File: src/rtl/mem_arbiter.sv
// mem_arbiter: shares one single-port 32-bit memory bus between instruction fetch and data requesters.
// Optional fetch starvation guard is enabled by defining ARB_STARVE_GUARD_EN.
`timescale 1ns/1ps
module mem_arbiter #(
  parameter int unsigned STARVE_LIMIT = 4
) (
  input  logic        clk_i,
  input  logic        reset_i,
  // Fetch requester
  input  logic        if_req_i,
  input  logic [31:0] if_addr_i,
  output logic        if_gnt_o,
  output logic        if_rvalid_o,
  output logic [31:0] if_rdata_o,
  // Data requester
  input  logic        d_req_i,
  input  logic        d_we_i,
  input  logic [31:0] d_addr_i,
  input  logic [31:0] d_wdata_i,
  input  logic [3:0]  d_be_i,
  output logic        d_gnt_o,
  output logic        d_rvalid_o,
  output logic [31:0] d_rdata_o,
  // Memory bus
  output logic        m_req_o,
  output logic        m_we_o,
  output logic [31:0] m_addr_o,
  output logic [31:0] m_wdata_o,
  output logic [3:0]  m_be_o,
  input  logic        m_ready_i,
  input  logic        m_rvalid_i,
  input  logic [31:0] m_rdata_i
);

  typedef enum logic [1:0] {IDLE, ADDR, DATA} state_e;
  typedef enum logic {OWN_FETCH, OWN_DATA} owner_e;

  state_e state_q, state_d;
  owner_e owner_q;
  logic   fetch_forced;
  logic   pick_data;
  logic   accept;
  logic   respond;

  assign accept  = (state_q == ADDR) && m_ready_i;
  assign respond = (state_q == DATA) && m_rvalid_i;

  assign m_req_o  = (state_q == ADDR);
  assign if_gnt_o = accept && (owner_q == OWN_FETCH);
  assign d_gnt_o  = accept && (owner_q == OWN_DATA);

`ifdef ARB_STARVE_GUARD_EN
  localparam int unsigned      CNT_W   = $clog2(STARVE_LIMIT + 1);
  localparam logic [CNT_W-1:0] CNT_MAX = CNT_W'(STARVE_LIMIT);

  logic [CNT_W-1:0] starve_cnt_q;

  // Number of data grants issued while a fetch was left waiting; saturates.
  always_ff @(posedge clk_i or negedge reset_i) begin
    if (!reset_i) begin
      starve_cnt_q <= '0;
    end else if (if_gnt_o) begin
      starve_cnt_q <= '0;
    end else if (d_gnt_o && if_req_i && (starve_cnt_q != CNT_MAX)) begin
      starve_cnt_q <= starve_cnt_q + CNT_W'(1);
    end
  end

  assign fetch_forced = if_req_i && (starve_cnt_q == CNT_MAX);
`else
  logic unused_starve_limit;
  assign unused_starve_limit = ^STARVE_LIMIT;
  assign fetch_forced        = 1'b0;
`endif

  assign pick_data = d_req_i && !fetch_forced;

  // NOTE: sequential state uses non-blocking assignments so every register sees pre-edge values.
  always_ff @(posedge clk_i or negedge reset_i) begin
    if (!reset_i) state_q <= IDLE;
    else          state_q <= state_d;
  end

  // NOTE: state_d gets a default first so no path through the case leaves it unassigned (no latch).
  always_comb begin
    state_d = state_q;
    case (state_q)
      IDLE:    if (if_req_i || d_req_i) state_d = ADDR;
      ADDR:    if (m_ready_i)           state_d = DATA;
      DATA:    if (m_rvalid_i)          state_d = IDLE;
      default:                          state_d = IDLE;
    endcase
  end

  // Transaction fields are captured once at arbitration and held until the next one.
  always_ff @(posedge clk_i or negedge reset_i) begin
    if (!reset_i) begin
      owner_q     <= OWN_FETCH;
      m_we_o      <= 1'b0;
      m_addr_o    <= '0;
      m_wdata_o   <= '0;
      m_be_o      <= '0;
      if_rvalid_o <= 1'b0;
      d_rvalid_o  <= 1'b0;
      if_rdata_o  <= '0;
      d_rdata_o   <= '0;
    end else begin
      if ((state_q == IDLE) && (if_req_i || d_req_i)) begin
        if (pick_data) begin
          owner_q   <= OWN_DATA;
          m_we_o    <= d_we_i;
          m_addr_o  <= d_addr_i;
          m_wdata_o <= d_wdata_i;
          m_be_o    <= d_be_i;
        end else begin
          owner_q   <= OWN_FETCH;
          m_we_o    <= 1'b0;
          m_addr_o  <= if_addr_i;
          m_wdata_o <= '0;
          m_be_o    <= 4'hF;
        end
      end

      if_rvalid_o <= respond && (owner_q == OWN_FETCH);
      d_rvalid_o  <= respond && (owner_q == OWN_DATA);

      if (respond && (owner_q == OWN_FETCH)) if_rdata_o <= m_rdata_i;
      // Store acks complete the transaction but carry no data for the requester.
      if (respond && (owner_q == OWN_DATA) && !m_we_o) d_rdata_o <= m_rdata_i;
    end
  end

endmodule

File: config.mk
export PLATFORM = sky130hd
export DESIGN_NAME = mem_arbiter
export DESIGN_NICKNAME = d
export VERILOG_FILES = /design/src/rtl/mem_arbiter.sv
export SDC_FILE = /design/constraint.sdc
export NUM_CORES = 1
export LEC_CHECK = 0
export CORE_MARGIN = 2
export CORE_UTILIZATION = 41
export DETAILED_ROUTE_END_ITERATION = 16
export GPL_TIMING_DRIVEN = 1
export HOLD_SLACK_MARGIN = 0.08
export PLACE_DENSITY = 0.9
export SKIP_CTS_REPAIR_TIMING = 1
export SYNTH_ARGS = -nofsm -noshare
export SYNTH_HDL_FRONTEND = slang
export SYNTH_SLANG_ARGS = --single-unit
File: constraint.sdc
create_clock -name clk_i -period 2.2 [get_ports clk_i]
set_clock_uncertainty 0.05 [all_clocks]
set_input_delay 0.44 -clock clk_i [delete_from_list [all_inputs] [get_ports clk_i]]
set_output_delay 0.44 -clock clk_i [all_outputs]
set_load 0.02 [all_outputs]
==> results of run 1 <==
==> per-stage QoR <==
step / area [sq um] / hold slack, ns / TNS, ns / setup WS, ns / power, mW
2_1_floorplan: 5640 / 0.0944 / 0 / 0.499 / 7.69
3_5_place_dp: 8630 / 0.360 / -0.00684 / -0.00684 / 11.0
6_report: 9230 / 0.453 / 0 / 0.0573 / 13.7
5_1_grt: 9230 / 0.471 / 0 / 0.00265 / 14.3
4_1_cts: 9210 / -0.0839 / -0.634 / -0.265 / 13.8
3_3_place_gp: 8630 / 0.355 / 0 / 0.00342 / 10.7
==> layer usage <==
layer  up-vias  GRT usage (%)  part of all wire, %
li1       1821              -                    -
met1      2033           23.6                   36
met2       184           39.3                   53
met3        32           7.89                  8.4
met4         0           9.41                  2.4
met5         -              0                    0
==> cell families after synthesis <==
logic type             count (synthesis)  share of synthesized area, %
AO/OA/AOI/OAI                         42                          6.37
multiplexers                         128                          27.6
buffers and inverters                 23                          3.37
AND/OR/NAND/NOR                       11                          1.49
flip-flops                           138                          61.2
==> synth_stat cells <==
| cell type | count |
|---|---|
| nand2b_1 | 1 |
| a21o_2 | 1 |
| nor2_1 | 2 |
| nor2b_1 | 1 |
| buf_12 | 3 |
| o22a_1 | 4 |
| o21ai_0 | 2 |
| o21ai_2 | 1 |
| mux2_2 | 98 |
| and2_1 | 1 |
| mux2_4 | 30 |
| and3_2 | 1 |
| clkbuf_1 | 5 |
| nand2_1 | 2 |
| dfrtp_1 | 138 |
| buf_2 | 5 |
| buf_6 | 4 |
| nor2b_4 | 1 |
| inv_1 | 1 |
| nor3b_4 | 1 |
| buf_4 | 5 |
| o21a_1 | 1 |
| and4b_1 | 1 |
| a22o_1 | 33 |
==> final timing paths <==
kind                         startpoint       endpoint  slack (ns)  cells past startpoint
hold / removal             m_wdata_o[8]   m_wdata_o[8]        0.45                      1
setup / recovery             state_q[1]        m_req_o        0.06                      2
hold reg to reg            m_wdata_o[8]   m_wdata_o[8]        0.45                      1
min in group asynchronous       reset_i  d_rdata_o[19]        0.49                      2
setup reg to reg                owner_q  d_rdata_o[31]        0.51                      4
max in group asynchronous       reset_i   d_rdata_o[8]        0.99                      3
==> layout make-up <==
class	instances	share of cell area [%]
Clock buffer	20	4.95
Clock inverter	12	1.34
Inverter	1	0.0407
Multi-Input combinational cell	181	21.7
Sequential cell	138	37.4
Tap cell	176	2.38
Timing Repair Buffer	291	32.2
==> power breakdown <==
group / total [mW] / switching, mW / internal, mW
clock network: 2.77 / 1.05 / 1.72
logic: 6.49 / 2.95 / 3.54
registers: 4.44 / 0.718 / 3.72
total: 13.7 / 4.72 / 8.98
==> worst max-delay path: stages (launching register included) <==
cell	delay, ns
dfrtp_1	0.43
nor2b_4	0.19
clkdlybuf4s50_1	0.63
==> sequential cells by signal, indices dropped and copies added, names as in the netlist <==
signal and count:
if_rvalid_o 1, m_be_o 4, d_rdata_o 32, d_rvalid_o 1, state_q 2, owner_q 1, m_wdata_o 32, m_addr_o 32
if_rdata_o 32, m_we_o 1
==> flow_metrics.py, run 1 <==
metrics = {
    "logic_synthesis": {
        "synthesis.nets": 481,
        "yosysTopAreaCellShare_pct": 61.2,
        "synth_area_sq_um": 5640,
        "synthTopCellsByArea": "dfrtp_1, mux2_2, mux2_4",
        "ys_types": 24,
        "synth_warnings": 0,
        "synth_area_leader_cell": "dfrtp_1",
        "ys_ff_latch": 138,
        "netlist_instances": 342,
        "yosysSeqAreaShare_pct": 61.2,
        "avgSynthCellArea_sq_um": 16.5,
    },
    "sta": {
        "fmax_mhz": 467,
        "tightest_slew_ns": 0.465,
        "maxSlewViolCount": 0,
        "hold_viol": 0,
        "rsz0062_at_grt": "no",
        "slew_headroom_pct": 69.0,
        "min_period_ns": 2.14,
        "fin_crit_sh_pct": 97.4,
        "finalSetupViolCount": 0,
    },
    "global_routing": {
        "antenna_found_initial": 0,
        "grt_usage_pct": 22.1,
        "grt_max_degree": 49,
        "overflow": 0,
        "grt_pass1_vias": 4573,
        "grt_first_pass_wirelength_mm": 24.4,
    },
    "finish": {
        "drive_gt1_share_pct": 28.0,
        "n_antenna_cell": 0,
        "mostFrequentLayoutCells": "clkdlybuf4s50_1, dfrtp_1, mux2_2",
        "multi_input_area_sq_um": 2000,
        "final_util_pct": 69.2,
        "nFillCells": 919,
        "fin_cells": 819,
        "final-seq-area_sq_um": 3450,
        "nNetsFinal": 769,
        "syn_to_final_growth_pct": 63.7,
        "final_common_cell": "clkdlybuf4s50_1",
    },
    "place": {
        "dp.cells": 786,
        "io_buffers": 276,
        "place_hpwl_mm": 11.6,
        "place_congestion": 0.804,
    },
    "run": {
        "cap_violations": 0,
    },
    "worst_setup_path": {
        "start_kind": "flop",
        "arrival_ns": 1.65,
        "critPathMaxFanout": 4,
        "crit_path_end_kind": "output pin",
        "critical_path_class": "flop to output pin",
        "required_ns": 1.71,
    },
    "route": {
        "drcViolationCount": 0,
        "postRouteAntennaNets": 0,
        "drt_iter0_markers": 155,
        "drt-wirelength-per-cell_um": 19.2,
        "vias": 4070,
        "viasPerCell": 4.97,
        "drtPass1Iterations": 4,
        "routed_wl_mm": 15.7,
    },
    "cts": {
        "insertion_delay_ns": 0.41,
        "clock_path_buffers": 2,
        "numCtsBuffers": 17,
        "cts_tree": "done",
        "htreeDepth": 4,
        "clockRootBuffer": "clkbuf_16",
        "cts.clk_slew.worst_paths_ns": 0.06,
        "clock_sinks": 138,
    },
    "floorplanning": {
        "num_rows": 42,
        "die_area_sq_um": 14700,
        "core_sq_um": 13300,
        "start_util_pct": 42.3,
        "die_w_um": 121,
        "io_pins": 277,
        "dieHeight_um": 121,
    },
    "power_and_ir_drop": {
        "leakage_nw": 3.95,
        "ir_drop_v": 0.000955,
        "powerDensity_nw_per_um2": 1480,
    },
    "min_path": {
        "hp-class": "flop to flop",
    },
    "run_status": {
        "status": "complete, no violations",
    },
}
No activity file was read; power rests on OpenSTA's default activity.
==> inputs of run 2 (changes only) <==
- PLACE_DENSITY: 0.9 -> 0.78
==> run 2 against run 1 <==
- hold slack improved by 0.00077 ns
- combinational power decreased by 0.8%
- final cell count decreased by 0.24%
- non-clock buffer count decreased by 2
- die area unchanged
- flip-flop and latch count unchanged
- utilization about the same
- register-to-register slack improved by 0.04 ns
- critical endpoint is now m_we_o
==> flow_metrics.py, run 2 (synthesized netlist as in run 1, its figures left out) <==
metrics = {
    "finish": {
        "syn_to_final_growth_pct": 63.7,
        "fin_area_sq_um": 9240,
        "n_antenna_cell": 0,
        "drive_gt1_share_pct": 27.8,
        "mostFrequentLayoutCells": "clkdlybuf4s50_1, dfrtp_1, mux2_2",
        "nFillCells": 938,
        "final_common_cell": "clkdlybuf4s50_1",
        "nNetsFinal": 767,
    },
    "worst_setup_path": {
        "cp_num_buf_inv": 1,
        "start_kind": "flop",
        "critPathMaxFanout": 3,
        "path_delay_family": "buffers and inverters",
        "slowest_stage": "clkdlybuf4s50_1",
        "slowest_delay_ns": 0.66,
        "arrival_ns": 1.50,
        "critical_path_class": "flop to output pin",
        "crit_path_end_kind": "output pin",
        "required_ns": 1.71,
        "path_cells": "clkdlybuf4s50_1",
    },
    "place": {
        "place_congestion": 0.767,
        "pre_cts_ws_ns": -0.0498,
        "placed_area_sq_um": 8630,
        "place_hpwl_mm": 11.1,
        "io_buffers": 276,
    },
    "floorplanning": {
        "die_area_sq_um": 14700,
        "dieHeight_um": 121,
        "num_rows": 42,
        "core_sq_um": 13300,
        "io_pins": 277,
        "start_util_pct": 42.3,
        "die_w_um": 121,
    },
    "sta": {
        "slew_headroom_pct": 70.4,
        "fmax_mhz": 502,
        "min_period_ns": 1.99,
        "finalSetupViolCount": 0,
        "maxSlewViolCount": 0,
        "tightest_slew_ns": 0.444,
        "hold_ws_ns": 0.454,
        "hold_viol": 0,
        "fin_crit_sh_pct": 90.5,
        "rsz0062_at_grt": "no",
        "fin_ws_ns": 0.209,
    },
    "cts": {
        "clockRootBuffer": "clkbuf_16",
        "numCtsBuffers": 17,
        "insertion_delay_ns": 0.41,
        "htreeDepth": 4,
        "cts_tree": "done",
        "cts.clk_slew.worst_paths_ns": 0.06,
        "clock_path_buffers": 2,
        "clock_sinks": 138,
    },
    "route": {
        "drt-wirelength-per-cell_um": 18.3,
        "postRouteAntennaNets": 0,
        "drcViolationCount": 0,
        "vias": 4001,
        "drtPass1Iterations": 4,
        "viasPerCell": 4.90,
        "routed_wl_mm": 15.0,
        "drt_iter0_markers": 143,
    },
    "run": {
        "cap_violations": 0,
    },
    "power_and_ir_drop": {
        "ir_drop_v": 0.000830,
        "powerDensity_nw_per_um2": 1480,
        "leakage_nw": 3.94,
    },
    "global_routing": {
        "overflow": 0,
        "antenna_found_initial": 0,
        "grt_pass1_vias": 4301,
        "grt_usage_pct": 20.7,
        "grt_max_degree": 48,
        "grt_first_pass_wirelength_mm": 22.9,
    },
    "min_path": {
        "hp-class": "flop to flop",
    },
    "run_status": {
        "status": "complete, no violations",
    },
}
## run 2: layout make-up
cell class	instances	area, sq um	share of cell area, %
clock inverter	13	144	1.56
sequential	138	3450	37.4
timing repair buffer	289	2970	32.2
multi-input combinational	181	2000	21.7
inverter	1	3.75	0.0406
tap	176	220	2.38
clock buffer	19	443	4.80
## run 2: per-stage QoR
stage	setup TNS (ns)	std cells	total power, mW	utilization (%)
3_3_place_gp	-0.0481	784	10.8	64.6
6_report	0	817	13.6	69.2
5_1_grt	0	817	14.3	69.2
4_1_cts	-0.707	816	13.8	69.0
3_5_place_dp	-0.0710	784	10.9	64.6
2_1_floorplan	0	342	7.69	-
## run 2: path summary, 6_finish.rpt
kind	start	endpoint	slack (ns)	depth (start not counted)
setup / recovery	m_we_o	m_we_o	0.21	1
hold / removal	d_rdata_o[31]	d_rdata_o[31]	0.45	1
setup reg to reg	state_q[1]	m_addr_o[27]	0.55	4
hold reg to reg	d_rdata_o[31]	d_rdata_o[31]	0.45	1
max in group asynchronous	reset_i	m_addr_o[18]	1.04	3
min in group asynchronous	reset_i	d_rdata_o[19]	0.48	2
## run 2: where the power goes
group          total [mW]  internal, mW  switching [mW]
clock network        2.79          1.70            1.08
logic                6.44          3.53            2.91
registers            4.41          3.72           0.694
## run 2: per-layer routing
layer | up-vias | share of wire (%) | global-route usage [%]
li1 | 1816 | - | -
met1 | 1985 | 39 | 24.3
met2 | 177 | 50 | 34.4
met3 | 23 | 8.4 | 7.33
met4 | 0 | 2.4 | 8.69
met5 | - | 0 | 0
